===== config.mk =====
export PLATFORM = sky130hd
export DESIGN_NAME = seg7_scan_mux
export DESIGN_NICKNAME = d
export VERILOG_FILES = /design/src/rtl/seg7_scan_mux.sv
export SDC_FILE = /design/constraint.sdc
export NUM_CORES = 1
export LEC_CHECK = 0
export ABC_AREA = 1
export ABC_CLOCK_PERIOD_IN_PS = 2420
export BUFFER_PORTS_ARGS = -buffer_cell sky130_fd_sc_hd__buf_2
export CAP_MARGIN = 40
export CORE_ASPECT_RATIO = 0.9
export CORE_MARGIN = 1.5
export CORE_UTILIZATION = 30
export DETAILED_ROUTE_END_ITERATION = 10
export SYNTH_ARGS = -nofsm -noshare
export SYNTH_HDL_FRONTEND = slang
export SYNTH_SLANG_ARGS = --single-unit

===== constraint.sdc =====
create_clock -name clk -period 2.42 [get_ports clk]
set_clock_uncertainty 0.2 [all_clocks]
set_input_delay 0.242 -clock clk [delete_from_list [all_inputs] [get_ports clk]]
set_output_delay 0.242 -clock clk [all_outputs]
set_load 0.005 [all_outputs]

===== src/rtl/seg7_scan_mux.sv =====
`default_nettype none
// ============================================================================
//  Module   : seg7_scan_mux
//  Purpose  : Drives an N-digit multiplexed common-anode seven-segment display.
//             The prescaler sets how many clocks each digit slot lasts. At the
//             end of every frame the inputs are copied into shadow registers,
//             so a frame never shows a mix of old and new values. Each digit
//             has a decimal point and a blank bit. A PWM brightness control
//             keeps a digit lit for the first 'bright' clocks of its slot.
//             frame_start pulses on the first output clock of every frame.
//  Ports    : clk         - system clock, rising edge
//             rst_n       - synchronous reset, active-low
//             data        - 4*DIGITS hex nibbles, digit 0 in data[3:0]
//             dp          - per-digit decimal point, 1 = lit
//             blank       - per-digit blank, 1 = dark
//             bright      - on-clocks per slot (0 = dark, >=PRESCALE = full)
//             an          - anodes, active-low, one-hot-low while lit
//             cat         - segments {A,B,C,D,E,F,G,P}, active-low
//             frame_start - one-clock pulse at the start of each frame
//  Options  : SEG7_LZB_EN - leading-zero blanking on the shadow contents
//  Revision : 1.0 - initial release
// ============================================================================
module seg7_scan_mux #(
    parameter  int DIGITS   = 4,
    parameter  int PRESCALE = 1,
    localparam int BW       = $clog2(PRESCALE + 1)
) (
    input  logic                  clk,
    input  logic                  rst_n,
    input  logic [4*DIGITS-1:0]   data,
    input  logic [DIGITS-1:0]     dp,
    input  logic [DIGITS-1:0]     blank,
    input  logic [BW-1:0]         bright,
    output logic [DIGITS-1:0]     an,
    output logic [7:0]            cat,
    output logic                  frame_start
);

    localparam int c_cnt_w = (PRESCALE > 1) ? $clog2(PRESCALE) : 1;
    localparam int c_idx_w = (DIGITS > 1) ? $clog2(DIGITS) : 1;
    localparam logic [c_cnt_w-1:0] c_cnt_last = c_cnt_w'(PRESCALE - 1);
    localparam logic [c_idx_w-1:0] c_idx_last = c_idx_w'(DIGITS - 1);

    // Active-low hex font with P off (bit 0 set).
    function automatic logic [7:0] f_decode(input logic [3:0] nib);
        logic [7:0] seg;
        case (nib)
            4'h0: seg = 8'h03;
            4'h1: seg = 8'h9F;
            4'h2: seg = 8'h25;
            4'h3: seg = 8'h0D;
            4'h4: seg = 8'h99;
            4'h5: seg = 8'h49;
            4'h6: seg = 8'h41;
            4'h7: seg = 8'h1F;
            4'h8: seg = 8'h01;
            4'h9: seg = 8'h09;
            4'hA: seg = 8'h11;
            4'hB: seg = 8'hC1;
            4'hC: seg = 8'h63;
            4'hD: seg = 8'h85;
            4'hE: seg = 8'h61;
            default: seg = 8'h71;
        endcase
        return seg;
    endfunction

    logic [c_cnt_w-1:0]   r_cnt;
    logic [c_idx_w-1:0]   r_idx;
    logic [4*DIGITS-1:0]  r_data;
    logic [DIGITS-1:0]    r_dp;
    logic [DIGITS-1:0]    r_blank;
    logic [BW-1:0]        r_bright;

    logic                 w_tick;
    logic                 w_frame_end;
    logic [DIGITS-1:0]    w_sup;
    logic [3:0]           w_nib;
    logic                 w_dp_sel;
    logic                 w_blank_sel;
    logic [DIGITS-1:0]    w_an_sel;
    logic                 w_lit;
    logic [7:0]           w_seg;

    assign w_tick      = (r_cnt == c_cnt_last);
    assign w_frame_end = w_tick && (r_idx == c_idx_last);

`ifdef SEG7_LZB_EN
    // Suppression runs from the top digit down and stops at the first digit
    // that is nonzero or has its point lit. Digit 0 is never considered.
    logic w_lzb_run;
    always_comb begin
        w_sup     = '0;
        w_lzb_run = 1'b1;
        for (int k = DIGITS - 1; k > 0; k--) begin
            if (w_lzb_run && (r_data[4*k +: 4] == 4'h0) && !r_dp[k]) begin
                w_sup[k] = 1'b1;
            end else begin
                w_lzb_run = 1'b0;
            end
        end
    end
`else
    assign w_sup = '0;
`endif

    // Select the current digit's shadow fields. The compare against every
    // legal index means an out-of-range idx could never select anything.
    always_comb begin
        w_nib       = 4'h0;
        w_dp_sel    = 1'b0;
        w_blank_sel = 1'b1;
        w_an_sel    = '1;
        for (int k = 0; k < DIGITS; k++) begin
            if (r_idx == c_idx_w'(k)) begin
                w_nib       = r_data[4*k +: 4];
                w_dp_sel    = r_dp[k];
                w_blank_sel = r_blank[k] | w_sup[k];
                w_an_sel[k] = 1'b0;
            end
        end
    end

    // PWM: the digit is on for the first r_bright clocks of its slot.
    assign w_lit = !w_blank_sel && (BW'(r_cnt) < r_bright);
    assign w_seg = f_decode(w_nib);

    always_ff @(posedge clk) begin
        if (!rst_n) begin
            r_cnt       <= '0;
            r_idx       <= '0;
            r_data      <= '0;
            r_dp        <= '0;
            r_blank     <= '1;
            r_bright    <= '0;
            an          <= '1;
            cat         <= 8'hFF;
            frame_start <= 1'b0;
        end else begin
            r_cnt <= w_tick ? '0 : r_cnt + 1'b1;
            if (w_tick) begin
                r_idx <= (r_idx == c_idx_last) ? '0 : r_idx + 1'b1;
            end
            // The shadow loads on the last clock of the frame, so the new
            // contents take effect exactly at the next slot 0.
            if (w_frame_end) begin
                r_data   <= data;
                r_dp     <= dp;
                r_blank  <= blank;
                r_bright <= bright;
            end
            an          <= w_lit ? w_an_sel : '1;
            cat         <= w_lit ? {w_seg[7:1], ~w_dp_sel} : 8'hFF;
            frame_start <= (r_idx == '0) && (r_cnt == '0);
        end
    end

endmodule
`default_nettype wire


==> results of run 1 <==
-- cell type report --
type | instances | area share [%]
sequential | 41 | 33.3
timing repair buffer | 67 | 18.8
inverter | 16 | 2.44
tap | 72 | 3.65
multi-input combinational | 180 | 38.6
clock buffer | 8 | 3.25
-- logic make-up (layout without fill, tap and decap cells) --
kind of cell,after synthesis,in the layout,synth area share (%)
AO/OA/AOI/OAI,42,42,12.9
adder cells (fa/ha/maj),11,11,7.29
other,1,1,0.199
buffers and inverters,27,91,6.23
flip-flops,41,41,43.5
AND/OR/NAND/NOR,126,126,29.8
-- sequential cells by signal (all words and copies together) (netlist names) --
name         flops
r_data          16
cat              8
an               4
r_blank          4
r_dp             4
r_idx            2
frame_start      1
r_bright         1
r_cnt            1
-- how the worst max path moves through the flow --
stage                                from                 to  slack [ns]  depth (start not counted)
global route        r_idx[0]$_SDFFE_PN0N_  cat[6]$_SDFF_PN1_       0.009                         13
global placement    r_idx[0]$_SDFFE_PN0N_  cat[4]$_SDFF_PN1_        0.25                         10
floorplan           r_idx[0]$_SDFFE_PN0N_  cat[7]$_SDFF_PN1_        0.30                         11
finish              r_idx[0]$_SDFFE_PN0N_  cat[7]$_SDFF_PN1_        0.16                         10
detailed placement  r_idx[1]$_SDFFE_PN0N_  cat[7]$_SDFF_PN1_        0.18                         11
CTS                 r_idx[1]$_SDFFE_PN0N_  cat[7]$_SDFF_PN1_        0.16                         11
-- per-layer routing --
metal | vias up | GRT usage [%]
met5 | - | 0
met4 | 0 | 6.29
met3 | 7 | 3.15
met2 | 36 | 22.5
met1 | 815 | 18.4
li1 | 921 | -
-- synthesized netlist by cell type, types with 2 or more instances --
cell / number
o21ai_0: 23
nor2_4: 3
nand2_4: 2
a21oi_1: 11
inv_2: 3
a21boi_2: 2
inv_1: 13
nand2_1: 37
o211ai_1: 3
nand2_2: 4
nor2_1: 55
clkbuf_1: 5
ha_1: 11
dfxtp_1: 41
nand3_1: 20
nand4_1: 3
buf_2: 4
-- repair_timing --
action / in CTS / in global routing
hold buffers: 23 / 0
hold endpoints to repair: 23 / 0
resized for setup: 0 / 1
setup endpoints to repair: 0 / 1
-- critical path, cell delays in order, from the launching register on --
cell and delay [ns]:
dfxtp_1 0.38, inv_1 0.09, ha_1 0.31, a21oi_1 0.15, nand2_1 0.07, a21boi_2 0.22
inv_1 0.12, ha_1 0.25, nand3b_1 0.18, nand3_1 0.09, nand3_1 0.07
-- power groups by stage --
stage / sequential, uW / combinational (uW) / clock, uW
final: 702 / 216 / 424
after global placement: 717 / 184 / 0
after global routing: 704 / 245 / 471
after CTS: 702 / 214 / 439
after detailed placement: 718 / 186 / 0
after floorplan: 714 / 135 / 0
-- through the flow --
step                util [%]  setup WS (ns)
finish                  40.5          0.165
global route            40.5        0.00862
CTS                     40.5          0.163
detailed placement      35.4          0.176
global placement        35.4          0.250
floorplan                  -          0.295
==> results.sh, run 1 <==
export IMPL_seqPwrFrac_pct=52.3
export IMPL_wire_per_inst_um=11.4
export IMPL_power_switching_uw=353
export IMPL_area_growth_pct=30.6
export IMPL_ys_top_cells_by_area="dfxtp_1 (44%), nor2_1 (11%), nand2_1 (7.4%), ha_1 (7.3%), o21ai_0 (6.1%)"
export IMPL_wl_met2_um=1910
export IMPL_yosysWarningCount=0
export IMPL_post_route_period_util_pct=93.2
export IMPL_reg2reg_to="cat[7]$_SDFF_PN1_"
export IMPL_clock_latency_ns=0.29
export IMPL_ff2ff_path_depth=10
export IMPL_whs_endpoint="r_data[8]$_SDFFE_PN0P_"
export IMPL_grt_pass1_vias=1690
export IMPL_hold_class="in2reg"
export IMPL_post_cts_buffers=0
export IMPL_final_cell_count_no_fill=384
export IMPL_worstPathMaxFanout=9
export IMPL_area_sequential_um2=821
export IMPL_ir_drop_uv=247
export IMPL_cp_end_kind="flip-flop"
export IMPL_rows=27
export IMPL_grt_first_pass_wirelength_um=7490
export IMPL_multi_input_area_um2=951
export IMPL_setup_viol=0
export IMPL_seq_area_frac_synth_pct=43.5
export IMPL_hp_start="data[8]"
export IMPL_netlist_area_um2=1890
export IMPL_dieArea_um2=6770
export IMPL_met1Wirelength_um=2210
export IMPL_drive_above_1_share_pct=21.2
export IMPL_drt_iter0_drc=60
export IMPL_dp_hpwl_um=3160
export IMPL_wl_um=4390
export IMPL_highest_layer="met4"
export IMPL_fmax_mhz=443
export IMPL_cts_root_buf="clkbuf_8"
export IMPL_power_leakage_uw=0.00112
export IMPL_grt_max_degree=29
export IMPL_worst_pin_slew_ns=0.730
export IMPL_drc=0
export IMPL_io_pin_count=40
export IMPL_regToRegSetupSlack_ns=0.16
export IMPL_whs_path_depth=3
export IMPL_slew_viol_final=0
export IMPL_timing_hold_ws_ns=0.00316
export IMPL_synth_seq_cells=41
export IMPL_finalSetupTns_ns=0
export IMPL_synth_async_reset_ratio_pct=0
export IMPL_cts_max_level=2
export IMPL_cts_tree="done"
export IMPL_gp_congestion=0.887
export IMPL_startpoint_type="flip-flop"
export IMPL_synth_nets=286
export IMPL_p_int_uw=989
export IMPL_switching_share_pct=26.3
export IMPL_critPathKind="reg2reg"
export IMPL_final_area_um2=2460
export IMPL_overflow=0
export IMPL_start_util_pct=31.0
export IMPL_wl_met3_um=207
export IMPL_required_ns=2.40
export IMPL_synth_cells=248
export IMPL_dp_cells=353
export IMPL_core_um2=6080
export IMPL_fill_cells=650
export IMPL_port_buffers=39
export IMPL_synth_edff_count=0
export IMPL_worstPathArrival_ns=2.24
export IMPL_avgSynthCellArea_um2=7.61
export IMPL_die_w_um=86.6
export IMPL_r2r_start="r_idx[0]$_SDFFE_PN0N_"
export IMPL_total_power_uw=1340
export IMPL_clock_sinks=41
export IMPL_placed_area_um2=2150
export IMPL_power_density_nw_per_um2=544
export IMPL_fin_nets=349
export IMPL_clk_path_buf_depth=2
export IMPL_rsz0062_at_grt="false"
export IMPL_numCtsBuffers=5
export IMPL_layout_commonest_cell="nor2_1"
export IMPL_clkSlewWorstSetupHoldPaths_ns=0.07
export IMPL_antenna_found_initial=0
export IMPL_synth_top_area_cell="dfxtp_1"
export IMPL_clkPwrFrac_pct=31.6
export IMPL_most_common_layout_cells="nor2_1 (55), dfxtp_1 (41), buf_2 (39)"
export IMPL_status="finished, final reports clean"
export IMPL_synth_top_area_share_pct=43.5
export IMPL_vias_per_cell=4.63
export IMPL_yosysUniqueCellTypes=25
export IMPL_combPwrFrac_pct=16.1
export IMPL_hold_viol_final=0
export IMPL_grtUsageTotal_pct=14.2
export IMPL_synth_flop_cell="dfxtp_1"
export IMPL_die_h_um=78.2
export IMPL_ant_nets=0
export IMPL_slew_headroom_pct=51.3
export IMPL_drv_cap=0
export IMPL_first_pass_iters=4
export IMPL_antenna_cells=0
export IMPL_vias=1779
export IMPL_period_minus_slack_ns=2.26
No activity file was read; power rests on OpenSTA's default activity.
==> run 2, diff against run 1 <==
HOLD_SLACK_MARGIN = 0.05   (was default)
==> run 2 against run 1 <==
Effect of this change: wire length rose by 0.62%; hold slack improved by 0.19 ns; fmax rose by 0.26%; count of clock-buffer cells in the layout did not move; clock power barely moved; core utilization rose by 0.33 points; critical path type unchanged.
==> results.sh, run 2 (same netlist as run 1, synthesis figures left out) <==
export IMPL_status="finished, final reports clean"
export IMPL_cp_num_buf_inv=2
export IMPL_grtUsageTotal_pct=14.3
export IMPL_critical_path_top_delay_family="adder cells"
export IMPL_clock_sinks=41
export IMPL_setup_viol=0
export IMPL_wire_per_inst_um=11.4
export IMPL_post_place_ws_ns=0.176
export IMPL_cts_max_level=2
export IMPL_io_pin_count=40
export IMPL_switching_share_pct=26.3
export IMPL_rows=27
export IMPL_rsz0062_at_grt="false"
export IMPL_period_minus_slack_ns=2.25
export IMPL_fmax_mhz=445
export IMPL_slew_headroom_pct=51.2
export IMPL_first_pass_iters=4
export IMPL_ir_drop_uv=247
export IMPL_regToRegSetupSlack_ns=0.17
export IMPL_whs_path_depth=4
export IMPL_antenna_cells=0
export IMPL_regMostFlops="r_data"
export IMPL_core_um2=6080
export IMPL_cp_end_kind="flip-flop"
export IMPL_power_switching_uw=354
export IMPL_critPathMaxStageDelay_ns=0.38
export IMPL_drive_above_1_share_pct=21.0
export IMPL_power_density_nw_per_um2=541
export IMPL_layout_commonest_cell="nor2_1"
export IMPL_total_power_uw=1350
export IMPL_ff2ff_path_depth=10
export IMPL_hp_start="rst_n"
export IMPL_clock_latency_ns=0.30
export IMPL_area_growth_pct=31.7
export IMPL_clkPwrFrac_pct=31.6
export IMPL_critPathKind="reg2reg"
export IMPL_most_common_layout_cells="nor2_1 (55), dfxtp_1 (41), buf_2 (39)"
export IMPL_grt_first_pass_wirelength_um=7550
export IMPL_cts_tree="done"
export IMPL_combPwrFrac_pct=16.2
export IMPL_drt_iter0_drc=52
export IMPL_start_util_pct=31.0
export IMPL_required_ns=2.40
export IMPL_final_cell_count_no_fill=386
export IMPL_worst_path_max_delay_cell="dfxtp_1"
export IMPL_ant_nets=0
export IMPL_die_h_um=78.2
export IMPL_post_route_period_util_pct=92.9
export IMPL_finalSetupTns_ns=0
export IMPL_largest_register_ffs=16
export IMPL_fin_ws_ns=0.171
export IMPL_worst_pin_slew_ns=0.731
export IMPL_worstPathArrival_ns=2.23
export IMPL_vias=1785
export IMPL_reg_top3="r_data (16), cat (8)"
export IMPL_cts_root_buf="clkbuf_8"
export IMPL_grt_max_degree=29
export IMPL_postLayoutCoreUtil_pct=40.9
export IMPL_worstPathMaxFanout=9
export IMPL_drv_cap=0
export IMPL_crit_chain="inv_1 -> ha_1 -> a21oi_1 -> nand2_1 -> a21boi_2 -> inv_1 -> ha_1 -> nand3b_1 -> nand3_1 -> nand3_1"
export IMPL_hold_class="in2reg"
export IMPL_dp_hpwl_um=3160
export IMPL_grt_pass1_vias=1705
export IMPL_power_leakage_uw=0.00113
export IMPL_gp_congestion=0.887
export IMPL_vias_per_cell=4.62
export IMPL_die_w_um=86.6
export IMPL_antenna_found_initial=0
export IMPL_clk_path_buf_depth=2
export IMPL_wl_um=4420
export IMPL_r2r_start="r_idx[0]$_SDFFE_PN0N_"
export IMPL_whs_endpoint="an[1]$_SDFF_PN1_"
export IMPL_numCtsBuffers=5
export IMPL_seqPwrFrac_pct=52.2
export IMPL_post_cts_buffers=0
export IMPL_reg2reg_to="cat[7]$_SDFF_PN1_"
export IMPL_dieArea_um2=6770
export IMPL_startpoint_type="flip-flop"
export IMPL_slew_viol_final=0
export IMPL_overflow=0
export IMPL_drc=0
export IMPL_p_int_uw=991
export IMPL_clkSlewWorstSetupHoldPaths_ns=0.07
export IMPL_dp_cells=353
export IMPL_fin_nets=351
export IMPL_port_buffers=39
export IMPL_hold_viol_final=0
run 2: per-layer routing:
layer / share of wire [%] / GRT usage, % / up-vias
li1: - / - / 925
met5: 0 / 0 / -
met2: 44 / 22.7 / 37
met4: 1.5 / 6.29 / 0
met3: 4.7 / 3.15 / 7
met1: 50 / 18.4 / 816
run 2: area by class of cell:
class                      instances  area [um2]
fill                             650        3600
multi-input combinational        180         951
sequential                        41         821
timing repair buffer              69         483
tap                               72        90.1
clock buffer                       8        80.1
inverter                          16        60.1
run 2: power groups by stage:
stage / clock network (uW) / registers [uW] / logic [uW]
after detailed placement: 0 / 718 / 186
after global routing: 471 / 704 / 247
after CTS: 439 / 702 / 217
final: 425 / 702 / 218
after global placement: 0 / 717 / 184
after floorplan: 0 / 714 / 135
run 2: repair_timing:
item | in CTS | in global routing
hold buffers | 25 | 0
endpoints found under the setup margin | 0 | 1
hold endpoints to repair | 25 | 0
resized for setup | 0 | 1
run 2: worst reg2reg max path: stages (launching register included):
cell and delay (ns):
dfxtp_1 0.38, inv_1 0.10, ha_1 0.31, a21oi_1 0.15, nand2_1 0.07, a21boi_2 0.22, inv_1 0.12, ha_1 0.25
nand3b_1 0.18, nand3_1 0.09, nand3_1 0.07
run 2: worst max path at each step:
| stage | start | endpoint | slack (ns) | cells past startpoint |
|---|---|---|---|---|
| floorplan | r_idx[0]$_SDFFE_PN0N_ | cat[7]$_SDFF_PN1_ | 0.30 | 11 |
| global placement | r_idx[0]$_SDFFE_PN0N_ | cat[4]$_SDFF_PN1_ | 0.25 | 10 |
| detailed placement | r_idx[1]$_SDFFE_PN0N_ | cat[7]$_SDFF_PN1_ | 0.18 | 11 |
| CTS | r_idx[1]$_SDFFE_PN0N_ | cat[7]$_SDFF_PN1_ | 0.16 | 11 |
| global route | r_idx[0]$_SDFFE_PN0N_ | cat[6]$_SDFF_PN1_ | 0.009 | 13 |
| finish | r_idx[0]$_SDFFE_PN0N_ | cat[7]$_SDFF_PN1_ | 0.17 | 10 |
run 2: per-stage QoR:
step | instance area (um2) | hold slack [ns]
after floorplan | 1890 | 0.168
after global placement | 2150 | 0.260
after detailed placement | 2150 | 0.261
after CTS | 2480 | 0.180
after global routing | 2480 | 0.218
final | 2480 | 0.189
==> run 3, diff against run 2 <==
CELL_PAD_IN_SITES_DETAIL_PLACEMENT = 1   (was default)
CELL_PAD_IN_SITES_GLOBAL_PLACEMENT = 1   (was default)
PLACE_DENSITY_LB_ADDON = 0.1   (was default)
==> run 3 against run 2 <==
Effect of this change: register-to-register slack improved by 0.04 ns; non-clock buffer count did not move; die area stayed put; via count rose by 0.90%; critical path depth is the same; sequential power about the same; global-route usage grew 2.4 points; combinational power increased by 5%; cell count unchanged; largest power group unchanged.
==> results.sh, run 3 (same netlist as run 1, synthesis figures left out) <==
export IMPL_worstPathArrival_ns=2.20
export IMPL_post_place_ws_ns=0.0749
export IMPL_hold_class="in2reg"
export IMPL_post_cts_buffers=0
export IMPL_largest_register_ffs=16
export IMPL_port_buffers=39
export IMPL_layout_commonest_cell="nor2_1"
export IMPL_finalSetupTns_ns=0
export IMPL_cp_common_cell="nand2_1"
export IMPL_clock_latency_ns=0.29
export IMPL_status="finished, final reports clean"
export IMPL_seqPwrFrac_pct=46.5
export IMPL_critPathMaxStageDelay_ns=0.39
export IMPL_grt_pass1_vias=1912
export IMPL_regMostFlops="r_data"
export IMPL_p_int_uw=1130
export IMPL_cp_end_kind="flip-flop"
export IMPL_cts_tree="done"
export IMPL_clk_path_buf_depth=2
export IMPL_post_route_period_util_pct=91.5
export IMPL_io_pin_count=40
export IMPL_vias=1801
export IMPL_ant_nets=0
export IMPL_area_growth_pct=34.2
export IMPL_slew_viol_final=0
export IMPL_drt_iter0_drc=64
export IMPL_die_h_um=78.2
export IMPL_clkSlewWorstSetupHoldPaths_ns=0.08
export IMPL_grt_first_pass_wirelength_um=8870
export IMPL_startpoint_type="flip-flop"
export IMPL_vias_per_cell=4.67
export IMPL_grt_max_degree=29
export IMPL_fin_ws_ns=0.206
export IMPL_power_density_nw_per_um2=596
export IMPL_first_pass_iters=4
export IMPL_period_minus_slack_ns=2.21
export IMPL_critical_path_top_delay_family="adder cells"
export IMPL_wire_per_inst_um=13.4
export IMPL_setup_viol=0
export IMPL_reg_top3="r_data (16), cat (8)"
export IMPL_required_ns=2.41
export IMPL_dp_hpwl_um=3600
export IMPL_dieArea_um2=6770
export IMPL_worst_path_max_delay_cell="dfxtp_1"
export IMPL_switching_share_pct=25.3
export IMPL_drc=0
export IMPL_start_util_pct=31.0
export IMPL_drv_cap=0
export IMPL_dp_cells=353
export IMPL_fill_cells=765
export IMPL_fin_nets=351
export IMPL_grtUsageTotal_pct=16.7
export IMPL_regToRegSetupSlack_ns=0.21
export IMPL_clkPwrFrac_pct=38.3
export IMPL_crit_chain="ha_1 -> buf_4 -> nand2_1 -> nand2_1 -> inv_1 -> ha_1 -> nand2_1 -> nor2_1 -> nor2_1 -> nand2_1"
export IMPL_final_cell_count_no_fill=386
export IMPL_antenna_found_initial=0
export IMPL_wl_um=5170
export IMPL_fmax_mhz=452
export IMPL_clock_sinks=41
export IMPL_gp_congestion=0.777
export IMPL_power_leakage_uw=0.00116
export IMPL_cp_num_buf_inv=2
export IMPL_die_w_um=86.6
export IMPL_ir_drop_uv=327
export IMPL_numCtsBuffers=5
export IMPL_worstPathMaxFanout=9
export IMPL_slew_headroom_pct=50.2
export IMPL_hold_viol_final=0
export IMPL_antenna_cells=0
export IMPL_combPwrFrac_pct=15.2
export IMPL_most_common_layout_cells="nor2_1 (55), dfxtp_1 (41), buf_2 (39)"
export IMPL_worst_pin_slew_ns=0.746
export IMPL_rows=27
export IMPL_cts_max_level=2
export IMPL_critPathKind="reg2reg"
export IMPL_cts_root_buf="clkbuf_8"
export IMPL_drive_above_1_share_pct=22.0
export IMPL_overflow=0
export IMPL_rsz0062_at_grt="false"
export IMPL_core_um2=6080
export IMPL_power_switching_uw=382
[run 3: changes by cell type in the layout (fill, tap and decap cells not counted), sizes merged]
| cell | previous run | this run |
|---|---|---|
| bufinv | 0 | 1 |
| clkbuf | 8 | 7 |
[run 3: power by group through the flow]
stage               logic [uW]  clock network (uW)  registers, uW
floorplan                  135                   0            714
global placement           192                   0            718
detailed placement         195                   0            718
CTS                        228                 597            702
global route               260                 623            704
finish                     229                 577            702
[run 3: metrics by stage]
stage,hold slack (ns),util [%],cell area [um2],total power (uW)
CTS,0.180,41.4,2520,1530
global placement,0.256,35.4,2150,911
floorplan,0.168,-,1890,849
finish,0.187,41.6,2530,1510
detailed placement,0.257,35.4,2150,913
global route,0.218,41.6,2530,1590
[run 3: timing repair]
item	in CTS	in global routing
endpoints found under the hold margin	25	0
hold buffers	25	0
resized for setup	0	3
setup endpoints to repair	0	4
[run 3: tightest hold or removal path, stage by stage]
cell and delay [ns]:
buf_2 0.11, nand4_1 0.14, a21oi_4 0.09, nand2_1 0.06
[run 3: worst paths after layout]
| kind | cells after the start | start | to |
|---|---|---|---|
| max | 10 | r_idx[0]$_SDFFE_PN0N_ | cat[6]$_SDFF_PN1_ |
| min reg2reg | 2 | r_blank[2]$_SDFFE_PN1P_ | r_blank[2]$_SDFFE_PN1P_ |
| min | 4 | rst_n | an[3]$_SDFF_PN1_ |
| max reg2reg | 10 | r_idx[0]$_SDFFE_PN0N_ | cat[6]$_SDFF_PN1_ |
[run 3: per-layer routing]
| metal | up-vias | wire length (um) | track usage [%] |
|---|---|---|---|
| li1 | 928 | - | - |
| met1 | 848 | 2430 | 20.4 |
| met2 | 20 | 2600 | 29.9 |
| met3 | 5 | 96 | 3.36 |
| met4 | 0 | 42 | 3.87 |
| met5 | - | 0 | 0 |
[run 3: area by class of cell]
type	instances	area (um2)	area share [%]
clock buffers	7	86.3	3.41
clock inverters	1	30.0	1.19
inverters	16	60.1	2.37
multi-input cells	180	961	38.0
flip-flops and latches	41	821	32.4
well taps	72	90.1	3.56
repair buffers	69	483	19.1
